<file path="config.mk">
export PLATFORM = sky130hd
export DESIGN_NAME = retire_stage_v2
export DESIGN_NICKNAME = d
export VERILOG_FILES = /design/src/rtl/retire_stage_v2.sv
export SDC_FILE = /design/constraint.sdc
export NUM_CORES = 1
export LEC_CHECK = 0
export CAP_MARGIN = 10
export CELL_PAD_IN_SITES_DETAIL_PLACEMENT = 1
export CELL_PAD_IN_SITES_GLOBAL_PLACEMENT = 1
export CORE_ASPECT_RATIO = 1.5
export CORE_MARGIN = 2
export CORE_UTILIZATION = 25
export DETAILED_ROUTE_END_ITERATION = 10
export PLACE_DENSITY = 0.76
export SYNTH_ARGS = -nofsm -noshare
export SYNTH_HDL_FRONTEND = slang
export SYNTH_SLANG_ARGS = --single-unit
</file>
<file path="constraint.sdc">
create_clock -name clock -period 5.4 [get_ports clock]
set_input_delay 0.54 -clock clock [delete_from_list [all_inputs] [get_ports clock]]
set_output_delay 0.54 -clock clock [all_outputs]
set_load 0.1 [all_outputs]
</file>
<file path="src/rtl/retire_stage_v2.sv">
// retire_stage_v2
//   In-order retirement stage between the ROB head and the architectural
//   commit side. Each cycle it retires up to RETIRE_WIDTH completed slots,
//   compacts the freed physical tags, throttles stores against store-queue
//   credits, and ends the group at a halt, illegal or mispredict.
//
// Ports
//   clock, reset        : posedge clock, asynchronous active-high reset
//   rob_*               : ROB head slots, slot 0 oldest (flattened per slot)
//   complete_bits       : per physical tag, producer has completed
//   sq_credits          : stores the store queue accepts this cycle
//   rf_read_idx/data    : same-cycle regfile read of retiring t_new tags
//   num_retiring        : slots popped this cycle (combinational)
//   num_store_retiring  : stores released this cycle (combinational)
//   phys_free/num_freed : compacted t_old list (combinational)
//   commit_*            : registered commit trace, one cycle after retire
//   flush               : registered one-cycle squash after a mispredict
//   halted              : sticky halted state
//   retired_count       : running retired-instruction count (wraps)
module retire_stage_v2 #(
   parameter int unsigned RETIRE_WIDTH = 2,
   parameter int unsigned PHYS_REGS    = 64,
   parameter int unsigned CNT_W        = 32,
   localparam int unsigned PREG_BITS   = $clog2(PHYS_REGS),
   localparam int unsigned CW          = $clog2(RETIRE_WIDTH + 1),
   localparam int unsigned W           = RETIRE_WIDTH
) (
   input  logic                   clock,
   input  logic                   reset,
   input  logic [CW-1:0]          rob_valid_count,
   input  logic [W*PREG_BITS-1:0] rob_t_new,
   input  logic [W*PREG_BITS-1:0] rob_t_old,
   input  logic [W*5-1:0]         rob_arch_reg,
   input  logic [W*32-1:0]        rob_npc,
   input  logic [W-1:0]           rob_has_dest,
   input  logic [W-1:0]           rob_is_store,
   input  logic [W-1:0]           rob_halt,
   input  logic [W-1:0]           rob_illegal,
   input  logic [W-1:0]           rob_mispredict,
   input  logic [PHYS_REGS-1:0]   complete_bits,
   input  logic [CW-1:0]          sq_credits,
   output logic [W*PREG_BITS-1:0] rf_read_idx,
   input  logic [W*32-1:0]        rf_read_data,
   output logic [CW-1:0]          num_retiring,
   output logic [CW-1:0]          num_store_retiring,
   output logic [W*PREG_BITS-1:0] phys_free,
   output logic [CW-1:0]          num_freed,
   output logic [W-1:0]           commit_valid,
   output logic [W*32-1:0]        commit_data,
   output logic [W*5-1:0]         commit_reg,
   output logic [W*32-1:0]        commit_npc,
   output logic [W-1:0]           commit_halt,
   output logic [W-1:0]           commit_illegal,
   output logic                   flush,
   output logic                   halted,
   output logic [CNT_W-1:0]       retired_count
);

   logic [W-1:0]           retire;
   logic [W*32-1:0]        data_d;
   logic [W*5-1:0]         reg_d;
   logic [W*32-1:0]        npc_d;
   logic [PREG_BITS-1:0]   t_new;
   logic                   go;
   int unsigned            n_ret;
   int unsigned            n_st;
   int unsigned            n_free;

   // In-order scan: once a slot fails or ends the group, 'go' drops and
   // every younger slot is left at zero.
   always_comb begin
      retire      = '0;
      rf_read_idx = '0;
      phys_free   = '0;
      data_d      = '0;
      reg_d       = '0;
      npc_d       = '0;
      t_new       = '0;
      n_ret       = 0;
      n_st        = 0;
      n_free      = 0;
      go          = !reset && !halted && !flush;
      for (int unsigned i = 0; i < W; i++) begin
         if (go) begin
            t_new = rob_t_new[i*PREG_BITS +: PREG_BITS];
            if ((CW'(i) < rob_valid_count) && complete_bits[t_new] &&
                (!rob_is_store[i] || (n_st < 32'(sq_credits)))) begin
               retire[i]                             = 1'b1;
               rf_read_idx[i*PREG_BITS +: PREG_BITS] = t_new;
               data_d[i*32 +: 32]                    = rf_read_data[i*32 +: 32];
               reg_d[i*5 +: 5]                       = rob_arch_reg[i*5 +: 5];
               npc_d[i*32 +: 32]                     = rob_npc[i*32 +: 32];
               if (rob_has_dest[i]) begin
                  phys_free[n_free*PREG_BITS +: PREG_BITS] =
                     rob_t_old[i*PREG_BITS +: PREG_BITS];
                  n_free = n_free + 1;
               end
               if (rob_is_store[i]) begin
                  n_st = n_st + 1;
               end
               n_ret = n_ret + 1;
               if (rob_halt[i] || rob_illegal[i] || rob_mispredict[i]) begin
                  go = 1'b0;
               end
            end else begin
               go = 1'b0;
            end
         end
      end
      num_retiring       = CW'(n_ret);
      num_store_retiring = CW'(n_st);
      num_freed          = CW'(n_free);
   end

   always_ff @(posedge clock or posedge reset) begin
      if (reset) begin
         commit_valid   <= '0;
         commit_data    <= '0;
         commit_reg     <= '0;
         commit_npc     <= '0;
         commit_halt    <= '0;
         commit_illegal <= '0;
         flush          <= 1'b0;
         halted         <= 1'b0;
         retired_count  <= '0;
      end else begin
         commit_valid   <= retire;
         commit_data    <= data_d;
         commit_reg     <= reg_d;
         commit_npc     <= npc_d;
         commit_halt    <= rob_halt & retire;
         commit_illegal <= rob_illegal & retire;
         flush          <= |(rob_mispredict & retire);
         halted         <= halted | (|((rob_halt | rob_illegal) & retire));
         retired_count  <= retired_count + CNT_W'(n_ret);
      end
   end

endmodule

</file>
# Word-level counts from Yosys, hierarchy flattened

Index checks and enable logic that the tools add are counted.

Input bits: 242
Bits in registers: 178
Output and inout port bits: 208
Word-level logic and storage cells: 96

Muxes and demuxes: 50
Reduce and logical (&&, ||, !) cells: 17
Multiply operators: 1
$lt $le $gt $ge: 6
Shifts and indexed selects: 2
$add $sub $neg: 5
Bitwise logic cells: 6

Operators with widths:

| kind                                                                         | count |
|---|---|
| 32-bit two-way mux                                                           | 10 |
| 6-bit two-way mux                                                            | 7 |
| 12-bit two-way mux                                                           | 3 |
| 32-bit negator with 34-bit output                                            | 1 |
| 6-bit by 34-bit variable shift with 12-bit output, first input constant      | 1 |
| 6-bit by 34-bit indexed part select with 12-bit output                       | 1 |
| 32-bit by 1-bit adder with 32-bit output, second input constant              | 1 |
| 32-bit adder                                                                 | 1 |
| 32-bit by 2-bit less-than comparator with 1-bit output                       | 1 |
| 32-bit by 2-bit multiplier with 31-bit output, second input constant         | 1 |
| 5-bit two-way mux                                                            | 4 |
| 1-bit two-way mux                                                            | 17 |
| 6-bit by 7-bit less-than comparator with 1-bit output, second input constant | 2 |
| 1-bit binary-select mux with 6-bit select                                    | 2 |
| 12-bit bitwise mux                                                           | 1 |
| 2-bit two-way mux                                                            | 6 |
| 2-bit bitwise AND                                                            | 4 |
| 1-bit logical AND                                                            | 6 |
| 1-bit by 2-bit less-than comparator with 1-bit output, first input constant  | 3 |
| 1-bit logical NOT                                                            | 5 |
| 1-bit by 1-bit adder with 2-bit output, second input constant                | 2 |
| 1-bit logical OR                                                             | 4 |
| 2-bit OR reduction                                                           | 2 |
| 2-bit OR                                                                     | 1 |
| 1-bit OR                                                                     | 1 |

# Logic depth before layout (Yosys ltp)

Gate-level depths: netlist of the first run.

Depth in word-level cells: 14
Mapped depth: 20
Mapped depth without buffers: 16

# Worst setup path after synthesis of the first run

No wires, ideal clock.

Path type: input port to flip-flop
Start: input rob_t_new[0]
End: register retired_count[30]
Required time: 5.242 ns
Cell stages on the path: 19
Arrival time: 6.218 ns
Buffers on the path: 4
Setup time: 0.158 ns
Slack: -0.977 ns
Cells stage by stage: buf_2 buf_6 mux4_2 mux4_2 a22o_1 nor2b_4 or2_1 buf_2 buf_2 ha_1 o31a_1 ha_1 inv_1 fa_1 nor4_1 or3b_2 nor2_1 nand3_1 xnor2_1

Cells in the longest elaborated chain, start to end: 12
Elaborated cells on any way between the ends: 17
Those cells by class: add/sub: 2; order compare: 1; mux: 10; reduce/logical: 4

RTL lines:

| element                                                | RTL line | RTL |
|---|---|---|
| from (decl)                                            | 31       | `input logic [W*PREG_BITS-1:0] rob_t_new,` |
| 1-bit binary-select mux with 6-bit select (*)          | 86       | `if ((CW'(i) < rob_valid_count) && complete_bits[t_new] &&` |
| 1-bit two-way mux (not written as such) (*)            | 86       |  |
| 1-bit logical AND (*) (2 in a row)                     | 86       |  |
| 1-bit two-way mux                                      | 86       |  |
| 1-bit two-way mux                                      | 84       | `if (go) begin` |
| 32-bit by 2-bit less-than comparator with 1-bit output | 87       | `(!rob_is_store[i] \|\| (n_st < 32'(sq_credits)))) begin` |
| 1-bit logical OR                                       | 87       |  |
| 1-bit logical AND                                      | 86       |  |
| 32-bit two-way mux                                     | 86       |  |
| 32-bit two-way mux (*)                                 | 84       |  |
| net num_retiring[0]                                    | 44       | `output logic [CW-1:0] num_retiring,` |
| 32-bit adder (*)                                       | 135      | `retired_count <= retired_count + CNT_W'(n_ret);` |
| to (signal assigned)                                   | 135      |  |
| to (decl)                                              | 56       | `output logic [CNT_W-1:0] retired_count` |

Mark *: on every way through the listed nets, which the timed path passes. The rest lies on a longest branch. The select of a mux whose other input is x is not followed.

# Worst setup path after layout of the first run

Start: input rob_t_new[0]
End: register retired_count[31]

Cells in the longest elaborated chain, start to end: 12
Elaborated cells on any way between the ends: 17
Those cells by class: add/sub: 2; order compare: 1; mux: 10; reduce/logical: 4

RTL lines:

| element                                                | RTL line |
|---|---|
| 1-bit binary-select mux with 6-bit select (*)          | 86 |
| 1-bit two-way mux (not written as such) (*)            | 86 |
| 1-bit logical AND (*) (2 in a row)                     | 86 |
| 1-bit two-way mux                                      | 86 |
| 1-bit two-way mux                                      | 84 |
| 32-bit by 2-bit less-than comparator with 1-bit output | 87 |
| 1-bit logical OR                                       | 87 |
| 1-bit logical AND                                      | 86 |
| 32-bit two-way mux                                     | 86 |
| 32-bit two-way mux (*)                                 | 84 |
| 32-bit adder (*)                                       | 135 |

Every way passes the cells marked *; elsewhere a longest branch is shown, timed or not. The select of a mux whose other input is x is not followed.

==> impl_metrics.yaml, run 1 <==
status:
  outcome: "complete, no violations"
critical_path:
  path_common_cell: "ha_1"
  ff2ff_path_depth: 15
  timing.critical_path.fanout_max: 15
  crit_path_cell_trace: "clkdlybuf4s50_1 -> buf_12 -> buf_4 -> mux4_2 -> a22o_1 -> a31oi_1 -> a311oi_1 -> o21ai_0 -> a41o_1 -> ha_1 -> and3_4 -> ha_1 -> a21oi_1 -> or4_1 -> or3_1 -> nor2_1 -> nand4_1 -> xnor2_1"
  timing.critical_path.slowest_stage_cell: "mux4_2"
  reg2reg_slack_ns: 1.17
  r2r_start: "halted$_DFF_PP0_"
  setup.worst_path.start_class: "primary input"
  worst_path_largest_cell_delay_ns: 0.53
  timing.critical_path.arrival_ns: 5.16
  worst_setup_path_end_kind: "flip-flop"
  critical_path_class: "in2reg"
  end_of_the_worst_register_to_register_path: "retired_count[31]$_DFF_PP0_"
  cp.required_ns: 5.72
yosys:
  synth_fa_ha_area_frac: 0.0109
  netlist_cell_types: 50
  synth-xor-area-share: 0.0346
  synth-compound-area-share: 0.0422
  synth_area_mm2: 0.00758
  synth_top_cell_area_share: 0.587
  synthTopCellsByArea: "dfrtp_1 59%, and2_1 13%, mux4_2 8.3%"
  postSynthNetCount: 845
  synthesis.area_per_instance_um2: 12.7
  synth_edf_count: 0
  synth-simple-area-share: 0.199
  synthesized_instance_count: 597
  yosysTopAreaCell: "dfrtp_1"
  ys_async_sr_fraction: 1.00
  largest_family_of_logic_cells_by_synthesized_area: "simple AND/OR/NAND/NOR gates"
  synth-seq-area-share: 0.587
  synth-seq-cells: 178
  dominantRegCellSynth: "dfrtp_1"
  yosys_warnings: 0
  muxShareOfSynthArea: 0.102
drt:
  drt_first_pass_iters: 4
  dr.first_iter.drc_count: 158
  routed_wl_mm: 30.2
  drc: 0
  dr_total_vias: 6593
  post_drt_wl_per_cell_um: 20.7
  route.detailed.vias_per_inst: 4.51
  ant_nets: 0
cells_and_area:
  antenna_cells_inserted: 0
  biggestRegsByFlops: "commit_data: 64 flops, commit_npc: 64 flops, retired_count: 32 flops"
  leading_cell_type_in_the_layout_fill_and_taps_excluded: "clkdlybuf4s50_1"
  layout_net_count: 1298
  layout.cells.non_filler: 1463
  area.growth.synth_to_final_pct: 78.5
  drive_gt1_frac: 0.112
  most-common-layout-cells: "419 x clkdlybuf4s50_1, 178 x dfrtp_1, 157 x and2_1"
pwr:
  ir_worst_vdd_mv: 0.192
  power.density_mw_per_mm2: 269
  reported_leakage_power_nw: 5.88
global_routing:
  gr-usage-all-layers: 0.191
  antenna_found_initial: 1
  global_route_wire_length_before_repair_mm: 45.9
  vias_in_the_first_global_route: 7428
  grt_start_max_net_pins: 113
  global_route_overflow: 0
worst_hold_path:
  worst_hold_startpoint: "retired_count[17]$_DFF_PP0_"
  worst_hold_path.endpoint: "retired_count[17]$_DFF_PP0_"
  hold_path_depth: 1
  worstHoldPathType: "reg2reg"
placed_design:
  post-place-ws_ns: 0.0609
  routabilityCongestion: 0.847
  dp_hpwl_mm: 24.2
  place.port_buffers: 449
  dp_cells: 1431
timing:
  worstMarginPinSlew_ns: 1.10
  hold_violations: 0
  period_share: 0.897
  slew_headroom: 0.261
  time_the_worst_path_needs_with_i_o_delays_and_setup_ns: 4.84
  grt_setup_unrepaired: "false"
  post-route-worst-setup-slack_ns: 0.558
  finalSetupViolations: 0
  fin_worst_skew_ns: 0.00754
  slew_viol_final: 0
  clock.fmax_mhz: 207
cts:
  tritoncts_clock_tree: "built"
  cts_setup_buffers: 0
  clk_path_buf_depth: 2
  clkSinkCount: 178
  tritoncts.num_buffers: 17
  htree_num_levels: 4
  worst_setup_hold_path_clk_slew_ns: 0.07
  cts.hold.buffers_added: 0
  cts.root.buffer_cell: "clkbuf_16"
  insertion_delay_ns: 0.43
  post_cts_resize_count: 0
floorplan:
  die-area_mm2: 0.0318
  floorplan.die.height_um: 217
  die_width_um: 146
  placementRows: 78
  fp.coreArea_mm2: 0.0301
  initial_core_util: 0.252
  num_io_pins: 450
job:
  drv_cap: 0
-- cell type report --
cell class,count,area [um2]
clock inverters,12,141
fillers,3232,16500
clock buffers,20,467
flip-flops and latches,178,4450
repair buffers,464,4930
well taps,400,500
multi-input cells,376,2990
inverters,13,53.8
-- kinds of logic (layout without fill, tap and decap cells) --
kind of cell             count (synthesis)  after routing
multiplexers                            42             42
AO/OA/AOI/OAI                           42             42
adder cells (fa/ha/maj)                  6              6
XOR/XNOR                                30             30
buffers and inverters                   43            509
AND/OR/NAND/NOR                        256            256
flip-flops                             178            178
-- cells in the mapped netlist, drive strengths merged, types with 2 or more instances --
library cell  count
mux4             28
nor4              7
a22o              3
o211ai            2
o32ai             4
buf              15
nor3              2
nand2b            4
nor2b             7
mux2i            14
nand4             5
clkbuf           15
or2               4
nand2            29
nor2             13
ha                5
inv              13
a32o              3
dfrtp           178
o221ai            2
o31ai             2
o22ai             5
a21oi             3
and2            157
or3b              2
a31oi             2
nand3            10
and3              9
xnor2            20
xor2             10
o21ai             3
a22oi             7
-- per-stage QoR --
stage | power, mW | hold WS [ns] | TNS [ns] | area, um2 | utilization
detailed placement | 2.42 | 0.490 | 0 | 12900 | 0.430
CTS | 3.70 | 0.499 | 0 | 13500 | 0.450
floorplan | 2.01 | 0.669 | -2.95 | 7620 | -
global placement | 2.40 | 0.482 | 0 | 12900 | 0.430
global route | 3.78 | 0.508 | 0 | 13500 | 0.450
finish | 3.65 | 0.493 | 0 | 13500 | 0.450
-- worst max path at each step --
stage                 startpoint                          end  slack (ns)  cells after the start
floorplan           rob_t_new[0]                phys_free[10]       -0.51                      9
global placement    rob_t_new[0]  retired_count[31]$_DFF_PP0_        0.16                     16
detailed placement  rob_t_new[0]  retired_count[31]$_DFF_PP0_        0.06                     17
CTS                 rob_t_new[0]  retired_count[31]$_DFF_PP0_        0.54                     17
global route        rob_t_new[1]  retired_count[31]$_DFF_PP0_        0.19                     17
finish              rob_t_new[0]  retired_count[31]$_DFF_PP0_        0.56                     18
-- worst max-delay path, delay by kind of cell --
family	cells	cell delay [ns]
AO/OA/AOI/OAI	6	1.21
adder cells (fa/ha/maj)	2	0.31
buffers and inverters	3	0.93
XOR/XNOR	1	0.14
AND/OR/NAND/NOR	5	1.48
multiplexers	1	0.53
-- power by group --
part | switching, mW | leakage (nW) | internal, mW
Combinational | 0.615 | 3.12 | 0.352
Sequential | 0.0359 | 2.46 | 1.38
Clock | 0.571 | 0.292 | 0.692
-- metal layers --
layer,GRT usage,part of all wire
met5,0,0.00043
met4,0.0579,0.022
met3,0.0560,0.072
met2,0.378,0.57
met1,0.191,0.34
Note: power is estimated with default switching activity, not from simulation.
==> run 2: changes to the inputs <==
--- a/config.mk
+++ b/config.mk
@@ -7,12 +7,13 @@
 export LEC_CHECK = 0
 export CAP_MARGIN = 10
 export CELL_PAD_IN_SITES_DETAIL_PLACEMENT = 1
-export CELL_PAD_IN_SITES_GLOBAL_PLACEMENT = 1
+export CELL_PAD_IN_SITES_GLOBAL_PLACEMENT = 2
 export CORE_ASPECT_RATIO = 1.5
 export CORE_MARGIN = 2
-export CORE_UTILIZATION = 25
+export CORE_UTILIZATION = 24
 export DETAILED_ROUTE_END_ITERATION = 10
-export PLACE_DENSITY = 0.76
+export PLACE_DENSITY = 0.86
+export SLEW_MARGIN = 20
 export SYNTH_ARGS = -nofsm -noshare
 export SYNTH_HDL_FRONTEND = slang
 export SYNTH_SLANG_ARGS = --single-unit
==> constraint.sdc (replaced) <==
create_clock -name clock -period 5.9 [get_ports clock]
set_input_delay 0.59 -clock clock [delete_from_list [all_inputs] [get_ports clock]]
set_output_delay 0.59 -clock clock [all_outputs]
set_load 0.1 [all_outputs]
==> impl_metrics.yaml, run 2 (synthesis gave the netlist of run 1 again) <==
status:
  outcome: "complete, no violations"
placed_design:
  dp_cells: 1434
  place.port_buffers: 449
  post-place-ws_ns: 0.124
  placed_area_mm2: 0.0127
  routabilityCongestion: 0.907
  dp_hpwl_mm: 24.3
drt:
  drc: 0
  drt_first_pass_iters: 4
  ant_nets: 0
  dr_total_vias: 6516
  dr.first_iter.drc_count: 192
  post_drt_wl_per_cell_um: 20.7
  route.detailed.vias_per_inst: 4.44
  routed_wl_mm: 30.3
worst_hold_path:
  worstHoldPathType: "reg2reg"
critical_path:
  timing.critical_path.fanout_max: 9
  worst_path_largest_cell_delay_ns: 0.62
  timing.critical_path.arrival_ns: 5.62
  crit_path_cell_trace: "clkdlybuf4s50_1 -> buf_4 -> nor2b_1 -> a211oi_1 -> nand3_1 -> a311oi_1 -> o21ai_0 -> a41o_1 -> ha_1 -> o31a_4 -> ha_1 -> inv_1 -> fa_1 -> nor4_1 -> or3b_2 -> nor2_1 -> nand3_1 -> xnor2_1"
  worst_setup_path_end_kind: "flip-flop"
  cp.required_ns: 6.23
  timing.critical_path.slowest_stage_cell: "clkdlybuf4s50_1"
  setup.worst_path.start_class: "primary input"
  critical_path_class: "in2reg"
pwr:
  switching_share: 0.334
  combPwrFrac: 0.268
  share_seq_of_total_power: 0.392
  p_sw_mw: 1.10
  power.density_mw_per_mm2: 248
  reported_leakage_power_nw: 5.82
  p_int_mw: 2.19
  clockPowerShare: 0.340
  ir_worst_vdd_mv: 0.153
global_routing:
  vias_in_the_first_global_route: 7068
  global_route_wire_length_before_repair_mm: 44.4
  gr-usage-all-layers: 0.183
  globalRouteMet3Util: 0.0512
  antenna_found_initial: 1
  grt_busiest_layer: "met2"
  met2_usage: 0.353
  gr-usage-met1: 0.178
  global_route_overflow: 0
  grt_start_max_net_pins: 85
timing:
  time_the_worst_path_needs_with_i_o_delays_and_setup_ns: 5.29
  fin_worst_skew_ns: 0.0103
  slew_headroom: 0.241
  worst_hold_slack_after_final_layout_ns: 0.496
  grt_setup_unrepaired: "false"
  clock.fmax_mhz: 189
  period_share: 0.896
  worstMarginPinSlew_ns: 1.13
  finalSetupViolations: 0
  hold_violations: 0
  fin_setup_tns_ns: 0
  slew_viol_final: 0
  post-route-worst-setup-slack_ns: 0.612
floorplan:
  placementRows: 79
  die-area_mm2: 0.0331
  floorplan.die.height_um: 222
  num_io_pins: 450
  die_width_um: 149
  initial_core_util: 0.244
  fp.coreArea_mm2: 0.0310
cts:
  tritoncts_clock_tree: "built"
  cts.hold.buffers_added: 0
  clk_path_buf_depth: 2
  htree_num_levels: 4
  cts_setup_buffers: 0
  worst_setup_hold_path_clk_slew_ns: 0.07
  cts.root.buffer_cell: "clkbuf_16"
  tritoncts.num_buffers: 17
  post_cts_resize_count: 0
  clkSinkCount: 178
  insertion_delay_ns: 0.45
cells_and_area:
  drive_gt1_frac: 0.105
  layout_net_count: 1296
  leading_cell_type_in_the_layout_fill_and_taps_excluded: "clkdlybuf4s50_1"
  area.growth.synth_to_final_pct: 75.3
  most-common-layout-cells: "419 x clkdlybuf4s50_1, 178 x dfrtp_1, 157 x and2_1"
  n_fill_cell: 3362
  multiInputGateArea_mm2: 0.00296
  final_design_area_no_fill_mm2: 0.0133
  layout.cells.non_filler: 1468
  seqCellArea_mm2: 0.00445
  biggestRegsByFlops: "commit_data: 64 flops, commit_npc: 64 flops, retired_count: 32 flops"
job:
  drv_cap: 0
-- run 2: cell count changes in the layout (fill, tap and decap cells not counted), moves of 3 or more --
| cell | change |
|---|---|
| clkinv_4 | +3 |
| buf_12 | -15 |
| buf_4 | +13 |
| inv_6 | -3 |
-- run 2: cell type report --
cell class | instances | share of cell area
diodes | 2 | 0.000377
clock buffers | 21 | 0.0346
clock inverters | 11 | 0.00904
inverters | 13 | 0.00405
multi-input cells | 376 | 0.223
flip-flops and latches | 178 | 0.335
well taps | 405 | 0.0381
repair buffers | 462 | 0.356
-- run 2: path summary, 6_finish.rpt --
path | startpoint | to | slack, ns | depth (start not counted)
worst max-delay path | rob_t_new[1] | retired_count[28]$_DFF_PP0_ | 0.61 | 18
worst min-delay path | retired_count[31]$_DFF_PP0_ | retired_count[31]$_DFF_PP0_ | 0.50 | 1
worst max register to register | halted$_DFF_PP0_ | retired_count[28]$_DFF_PP0_ | 1.23 | 16
worst min register to register | retired_count[31]$_DFF_PP0_ | retired_count[31]$_DFF_PP0_ | 0.50 | 1
max in group asynchronous | reset | retired_count[8]$_DFF_PP0_ | 4.00 | 3
min in group asynchronous | reset | commit_data[57]$_DFF_PP0_ | 0.71 | 2
-- run 2: power groups by stage --
stage / sequential (mW) / clock [mW] / combinational (mW)
after floorplan: 1.64 / 0 / 0.194
after global placement: 1.31 / 0 / 0.881
after detailed placement: 1.31 / 0 / 0.888
after CTS: 1.29 / 1.16 / 0.891
after global routing: 1.29 / 1.21 / 0.919
final: 1.29 / 1.12 / 0.881
-- run 2: routing by layer --
| metal | vias to the layer above | routed length (um) |
|---|---|---|
| li1 | 2937 | - |
| met1 | 3201 | 10100 |
| met2 | 327 | 17100 |
| met3 | 51 | 2090 |
| met4 | 0 | 997 |
| met5 | - | 0 |
-- run 2: through the flow --
stage | total power [mW] | util
after floorplan | 1.84 | -
after global placement | 2.19 | 0.409
after detailed placement | 2.20 | 0.409
after CTS | 3.34 | 0.428
after global routing | 3.42 | 0.428
final | 3.29 | 0.428
-- run 2: worst max-delay path: cells and delay by family --
kind                     cells  cell delay, ns
AND/OR/NAND/NOR              6            1.63
XOR/XNOR                     1            0.14
AO/OA/AOI/OAI                5            1.40
adder cells (fa/ha/maj)      3            0.90
buffers and inverters        3            0.95
